[config.mk]
export PLATFORM = sky130hd
export DESIGN_NAME = fixed_point_sqrt_iter
export DESIGN_NICKNAME = d
export VERILOG_FILES = /design/src/rtl/fixed_point_sqrt_iter.sv
export SDC_FILE = /design/constraint.sdc
export NUM_CORES = 1
export LEC_CHECK = 0
export ABC_CLOCK_PERIOD_IN_PS = 3200
export BUFFER_PORTS_ARGS = -buffer_cell sky130_fd_sc_hd__buf_2
export CAP_MARGIN = 20
export CORE_UTILIZATION = 57
export DETAILED_ROUTE_END_ITERATION = 10
export PLACE_DENSITY = 0.87
export SLEW_MARGIN = 20
export SYNTH_ARGS = -nofsm -noshare
export SYNTH_HDL_FRONTEND = slang
export SYNTH_SLANG_ARGS = --single-unit
[constraint.sdc]
create_clock -name clk -period 3.2 [get_ports clk]
set_clock_uncertainty 0.15 [all_clocks]
set_input_delay 0.64 -clock clk [delete_from_list [all_inputs] [get_ports clk]]
set_output_delay 0.64 -clock clk [all_outputs]
set_load 0.01 [all_outputs]
[src/rtl/fixed_point_sqrt_iter.sv]
// Unsigned fixed-point square root, restoring digit-by-digit engine.
// One root bit per clock, valid/ready on both sides, optional rounding.
module fixed_point_sqrt_iter #(
  parameter int INPUT_WIDTH = 16,
  parameter int FRAC_BITS   = 8,
  parameter int ROUND_MODE  = 0
) (
  input  logic                         clk,
  input  logic                         reset_n,
  input  logic                         in_valid,
  output logic                         in_ready,
  input  logic [INPUT_WIDTH-1:0]       x,
  output logic                         out_valid,
  input  logic                         out_ready,
  output logic [(INPUT_WIDTH+FRAC_BITS+1)/2-1:0] y,
  output logic [(INPUT_WIDTH+FRAC_BITS+1)/2:0]   rem,
  output logic                         exact,
  output logic                         busy
);

  localparam int OW = (INPUT_WIDTH + FRAC_BITS + 1) / 2;
  localparam int RW = 2 * OW;
  localparam int CW = (OW > 1) ? $clog2(OW) : 1;

  typedef enum logic [1:0] {
    IDLE,
    CALC,
    DONE
  } state_t;

  state_t        state;
  logic [RW-1:0] rad;
  logic [RW-1:0] rad_in;
  logic [OW-1:0] root;
  logic [OW:0]   part;
  logic [CW-1:0] cnt;

  logic [OW+2:0] shifted;
  logic [OW+2:0] trial;
  logic          take;
  logic [OW-1:0] nroot;
  logic [OW:0]   nrem;
  logic [OW-1:0] rounded;

  always_comb begin
    rad_in = '0;
    rad_in[FRAC_BITS +: INPUT_WIDTH] = x;
  end

  // One restoring step; the remainder never exceeds 2*root, so OW+1 bits hold it.
  always_comb begin
    shifted = {part, rad[RW-1 -: 2]};
    trial   = {1'b0, root, 2'b01};
    take    = shifted >= trial;
    nroot   = OW'({root, take});
    nrem    = take ? (OW+1)'(shifted - trial) : shifted[OW:0];
    rounded = nroot;
    if (ROUND_MODE == 1 && nrem > {1'b0, nroot} && !(&nroot))
      rounded = nroot + 1'b1;
  end

  always_ff @(posedge clk) begin
    if (!reset_n) begin
      state     <= IDLE;
      rad       <= '0;
      root      <= '0;
      part      <= '0;
      cnt       <= '0;
      y         <= '0;
      rem       <= '0;
      exact     <= 1'b0;
      out_valid <= 1'b0;
      busy      <= 1'b0;
      in_ready  <= 1'b1;
    end else begin
      unique case (state)
        IDLE: begin
          if (in_valid && in_ready) begin
            rad      <= rad_in;
            root     <= '0;
            part     <= '0;
            cnt      <= CW'(OW - 1);
            in_ready <= 1'b0;
            busy     <= 1'b1;
            state    <= CALC;
          end
        end
        CALC: begin
          rad  <= rad << 2;
          root <= nroot;
          part <= nrem;
          cnt  <= cnt - 1'b1;
          if (cnt == '0) begin
            y         <= rounded;
            rem       <= nrem;
            exact     <= (nrem == '0);
            out_valid <= 1'b1;
            busy      <= 1'b0;
            state     <= DONE;
          end
        end
        DONE: begin
          if (out_ready) begin
            out_valid <= 1'b0;
            in_ready  <= 1'b1;
            state     <= IDLE;
          end
        end
        default: begin
          state     <= IDLE;
          out_valid <= 1'b0;
          busy      <= 1'b0;
          in_ready  <= 1'b1;
        end
      endcase
    end
  end

endmodule

# Word-level counts from Yosys, hierarchy flattened
# Cells that the tools add are included.
# Widths: inputs -> output; s select.
[classes]
n_addsub = 2
magnitude_cmp = 1
n_eq_ne = 5
muxes = 22
bitwise_logic = 3
reduce_logical = 11
[op_table]
columns = ["operator", "count"]
rows = [
  ["$pmux 24 s2", 1],
  ["$mux 13", 2],
  ["$pmux 13 s2", 1],
  ["$mux 24", 1],
  ["$pmux 12 s2", 1],
  ["$ge 15x14->1", 1],
  ["$logic_not 13->1", 1],
  ["$sub 13x13->13", 1],
  ["$mux 12", 1],
  ["$reduce_and 3->1", 4],
  ["$pmux 1 s3", 3],
  ["$pmux 4 s2", 1],
  ["$mux 1", 6],
  ["$mux 2", 3],
  ["$ne 2x2->1 const B", 3],
  ["$pmux 2 s3", 1],
  ["$logic_not 4->1", 1],
  ["$mux 4", 1],
  ["$reduce_and 2->1", 2],
  ["$sub 4x1->4 const B", 1],
  ["$not 1->1", 3],
  ["$eq 2x1->1 const B", 1],
  ["$eq 2x2->1 const B", 1],
  ["$logic_not 2->1", 1],
  ["2 further kinds", 2],
]
[totals]
ff_bits = 84
input_bits = 20
out_inout_bits = 29

# Depth between registers and ports, before layout
[depth]
depth_word = 3
ltp_mapped = 12

# Least setup slack after synthesis
# OpenSTA, ideal clock, no wires.
[synth_timing]
path_type = "reg-to-reg"
from = "register root[6]"
to = "register exact"
t_arrival_ns = 2.362
required_ns = 2.981
path_slack_ns = 0.619
stages_incl_launch_ff = 10
period_less_slack_ns = 2.581
path_cell_list = "dfxtp_1 inv_1 ha_1 a21oi_1 o21a_2 nor3b_4 a21oi_4 or4_1 a2111o_1 o21ai_1"
[synth_via]
elab_chain_cells = 3
[synth_rtl]
columns = ["element", "line", "rtl"]
rows = [
  ["from (decl)", "34", "logic [OW-1:0] root;"],
  ["from (signal assigned)", "90", "root <= nroot;"],
  ["$sub 13x13->13 or $ge 15x14->1 (tied branches)", "56, 54", ""],
  ["$mux 13 (*)", "56", "nrem = take ? (OW+1)'(shifted - trial) : shifted[OW:0];"],
  ["$logic_not 13->1 (*)", "96", "exact <= (nrem == '0);"],
  ["to (signal assigned)", "96", ""],
  ["to (decl)", "17", "output logic exact,"],
]
# Mark *: on every way between the ends. The rest lies on a longest branch, timed or not.
# A chain may end at the register's enable or synchronous reset.

# Worst setup path after layout
# Ends and elaborated chain as after synthesis.

==> results.ini <==
[worst_hold_path]
hold_depth=2
hold_class=flip-flop to flip-flop
holdPathEnd=y[5]
min_from=y[5]

[route]
firstDrtPassIters=5
postRouteAntennaNets=0
viasPerCell=5.78
drt_iter0_drc=199
totalWireLength_mm=8.84
wl_per_cell_um=15.0
drc_errors=0
vias=3407

[placed_design]
numPortBuffers=48
place.gp.congestion=0.959
place_hpwl_mm=6.14
dp.cells=572
post-place-ws_ns=0.187

[logic_synthesis]
synth_most_common_cell=nor2_1
avgSynthCellArea_um2=7.93
async_flop_share_pct=0
yosys-top-cells-count=83 x nor2_1, 76 x dfxtp_1, 76 x nand2_1, 40 x a21oi_1, 24 x clkbuf_1
yosysTopAreaCell=dfxtp_1
synth_top_area_share_pct=40.9
synth_compound_area_share_pct=22.1
synth.net_count=505
synthTopCellsByArea=dfxtp_1 41%, nor2_1 8.4%, nand2_1 7.7%, a21oi_1 5.4%, ha_1 5.4%
yosys_warnings=0
synth_fa_ha_area_share_pct=5.39
synth-simple-area-share_pct=21.7
synth_top_family_by_area=compound AO/OA/AOI/OAI gates
synth_xor_area_share_pct=2.36
yosysSeqAreaShare_pct=40.9
synthFlopType=dfxtp_1
synthMuxAreaShare_pct=1.99
synth-seq-cells=76
synth_cell_types=48
syn_area_mm2=0.00372
synth_edf_count=0
syn_inst=469

[setup_path]
cp_num_buf_inv=1
r2r_cells=9
cpPeakStageDelay_ns=0.45
start_kind=flip-flop
crit_type=flip-flop to flip-flop
critPathMaxFanout=12
endpoint_kind=flip-flop
worstReg2RegStart=root[6]
reg2reg_setup_slack_ns=0.19
path_cells=inv_1, ha_1, a21oi_1, o21a_2, nor3b_4, a21oi_2, or4_1, a2111o_1, o21ai_1
crit_slowest_cell=or4_1
worst_ep_arrival_time_ns=3.14
r2r-end=exact
path_delay_family=compound AO/OA/AOI/OAI gates
cp_data_required_time_ns=3.33

[global_routing]
grt_busiest_layer=met2
grt_overflow=0
grt_pass1_wl_mm=13.2
gr-usage-met2_pct=42.1
grt_max_degree=74
use_met3_pct=7.03
antenna_found_initial=0
met1_usage_pct=33.1
track_usage_pct=26.1
first_global_vias=2850

[floorplan]
start_util_pct=58.9
die_h_um=82.8
num_rows=29
pin_count=49
coreArea_mm2=0.00631
die_x_um=82.8
die_area_mm2=0.00685

[layout]
num_antenna_cells=0
finalNonFillerCells=589
drive_gt1_share_pct=16.8
area_growth_syn_to_layout_pct=13.5
nNetsFinal=543

[clock_network]
cts_root_buffer=clkbuf_8
insertion_delay_ns=0.35
clkSinkCount=76
cts_buffer_depth=2
numCtsBuffers=9
cts.clk_slew.worst_paths_ns=0.07
htree_num_levels=3
cts_hold_buf=0
cts_tree=built
post_cts_resized=0
post-cts-setup-buffers=0

[timing]
min_period_ns=3.01
post-route-period-util_pct=94.2
grt_setup_unrepaired=no
drv_slew=0
setup_ws_ns=0.186
maxSlewHeadroom_pct=51.4
setup_viol=0
worst_pin_slew_ns=0.729
max_freq_mhz=332
timing_hold_violations_final=0
setup_tns_ns=0

[flow_run]
max-cap-violations=0

[status]
status=complete, no violations

==> tightest hold or removal path, delay by kind of cell (launching register included) <==
kind,cells,cell delay [ns]
flip-flops,1,0.31
AND/OR/NAND/NOR,1,0.05
AO/OA/AOI/OAI,1,0.05
==> cells in the final DEF, fill, tap and decap left out, types with 2 or more instances in the layout <==
cell        netlist  routed
o2111ai_1         2       2
buf_2             2      48
xnor2_1           6       6
o21ai_0           6       6
clkbuf_8          0       9
nor3_1            6       6
nor2_1           83      81
inv_1            23      22
a22oi_1          19      19
dfxtp_1          76      76
xor2_1            4       4
nor4_1            3       3
buf_4             0       7
or4_1             2       2
bufinv_16         0       2
mux2i_1           4       4
nand2b_1          2       2
a21oi_2           1       2
a31oi_1           2       2
a21o_1            3       3
or3_1             2       2
nand2_1          76      76
a211oi_1          8       8
a311oi_1         14      14
nand3_1           7       7
a2bb2oi_1         4       4
mux2_2            3       3
ha_1             16      16
a21oi_1          40      40
o21a_1            8       8
o21ai_1           2       2
nor2_2            0       2
nor2b_1           2       2
clkinvlp_4        0       2
==> per-stage QoR <==
| stage | hold WS [ns] | util (%) | cell area, um2 |
|---|---|---|---|
| floorplan | 0.305 | - | 3720 |
| finish | 0.308 | 66.8 | 4220 |
| global route | 0.329 | 66.8 | 4220 |
| detailed placement | 0.299 | 63.2 | 3990 |
| global placement | 0.292 | 63.2 | 3990 |
| CTS | 0.311 | 66.7 | 4210 |
==> registers in the layout, summed over array words and instances (netlist names) <==
signal     count
rad           16
part          13
out_valid      1
cnt            4
exact          1
busy           1
in_ready       1
y             12
rem           13
root          12
state          2
==> metal layers <==
metal,up-vias,wire [um],share of wire [%]
met5,-,0,0
met4,0,145,1.6
met3,13,468,5.3
met2,120,4250,48
met1,1571,3980,45
li1,1703,-,-
==> final cells by class <==
| cell class | instances | area [um2] |
|---|---|---|
| fillers | 533 | 2100 |
| multi-input cells | 342 | 2000 |
| flip-flops and latches | 76 | 1520 |
| repair buffers | 55 | 293 |
| clock buffers | 10 | 128 |
| well taps | 77 | 96.3 |
| clock inverters | 6 | 88.8 |
| inverters | 23 | 86.3 |
==> logic make-up (layout without fill, tap and decap cells) <==
kind of cell	count (synthesis)	in the layout
multiplexers	7	7
AND/OR/NAND/NOR	189	189
adder cells (fa/ha/maj)	16	16
flip-flops	76	76
AO/OA/AOI/OAI	119	120
XOR/XNOR	10	10
buffers and inverters	52	94
==> worst max-delay path by stage <==
stage               slack, ns    start  cells after the start    end
global route            0.009  root[6]                      9  exact
global placement         0.28  root[2]                      9  exact
detailed placement       0.19  root[9]                      9  exact
finish                   0.19  root[6]                      9  exact
floorplan                0.62  root[6]                      9  exact
CTS                      0.16  root[9]                      9  exact
Power is left out: the tool's default activity adds up to more than one toggle a clock period on the data nets, which glitch-free logic cannot reach.
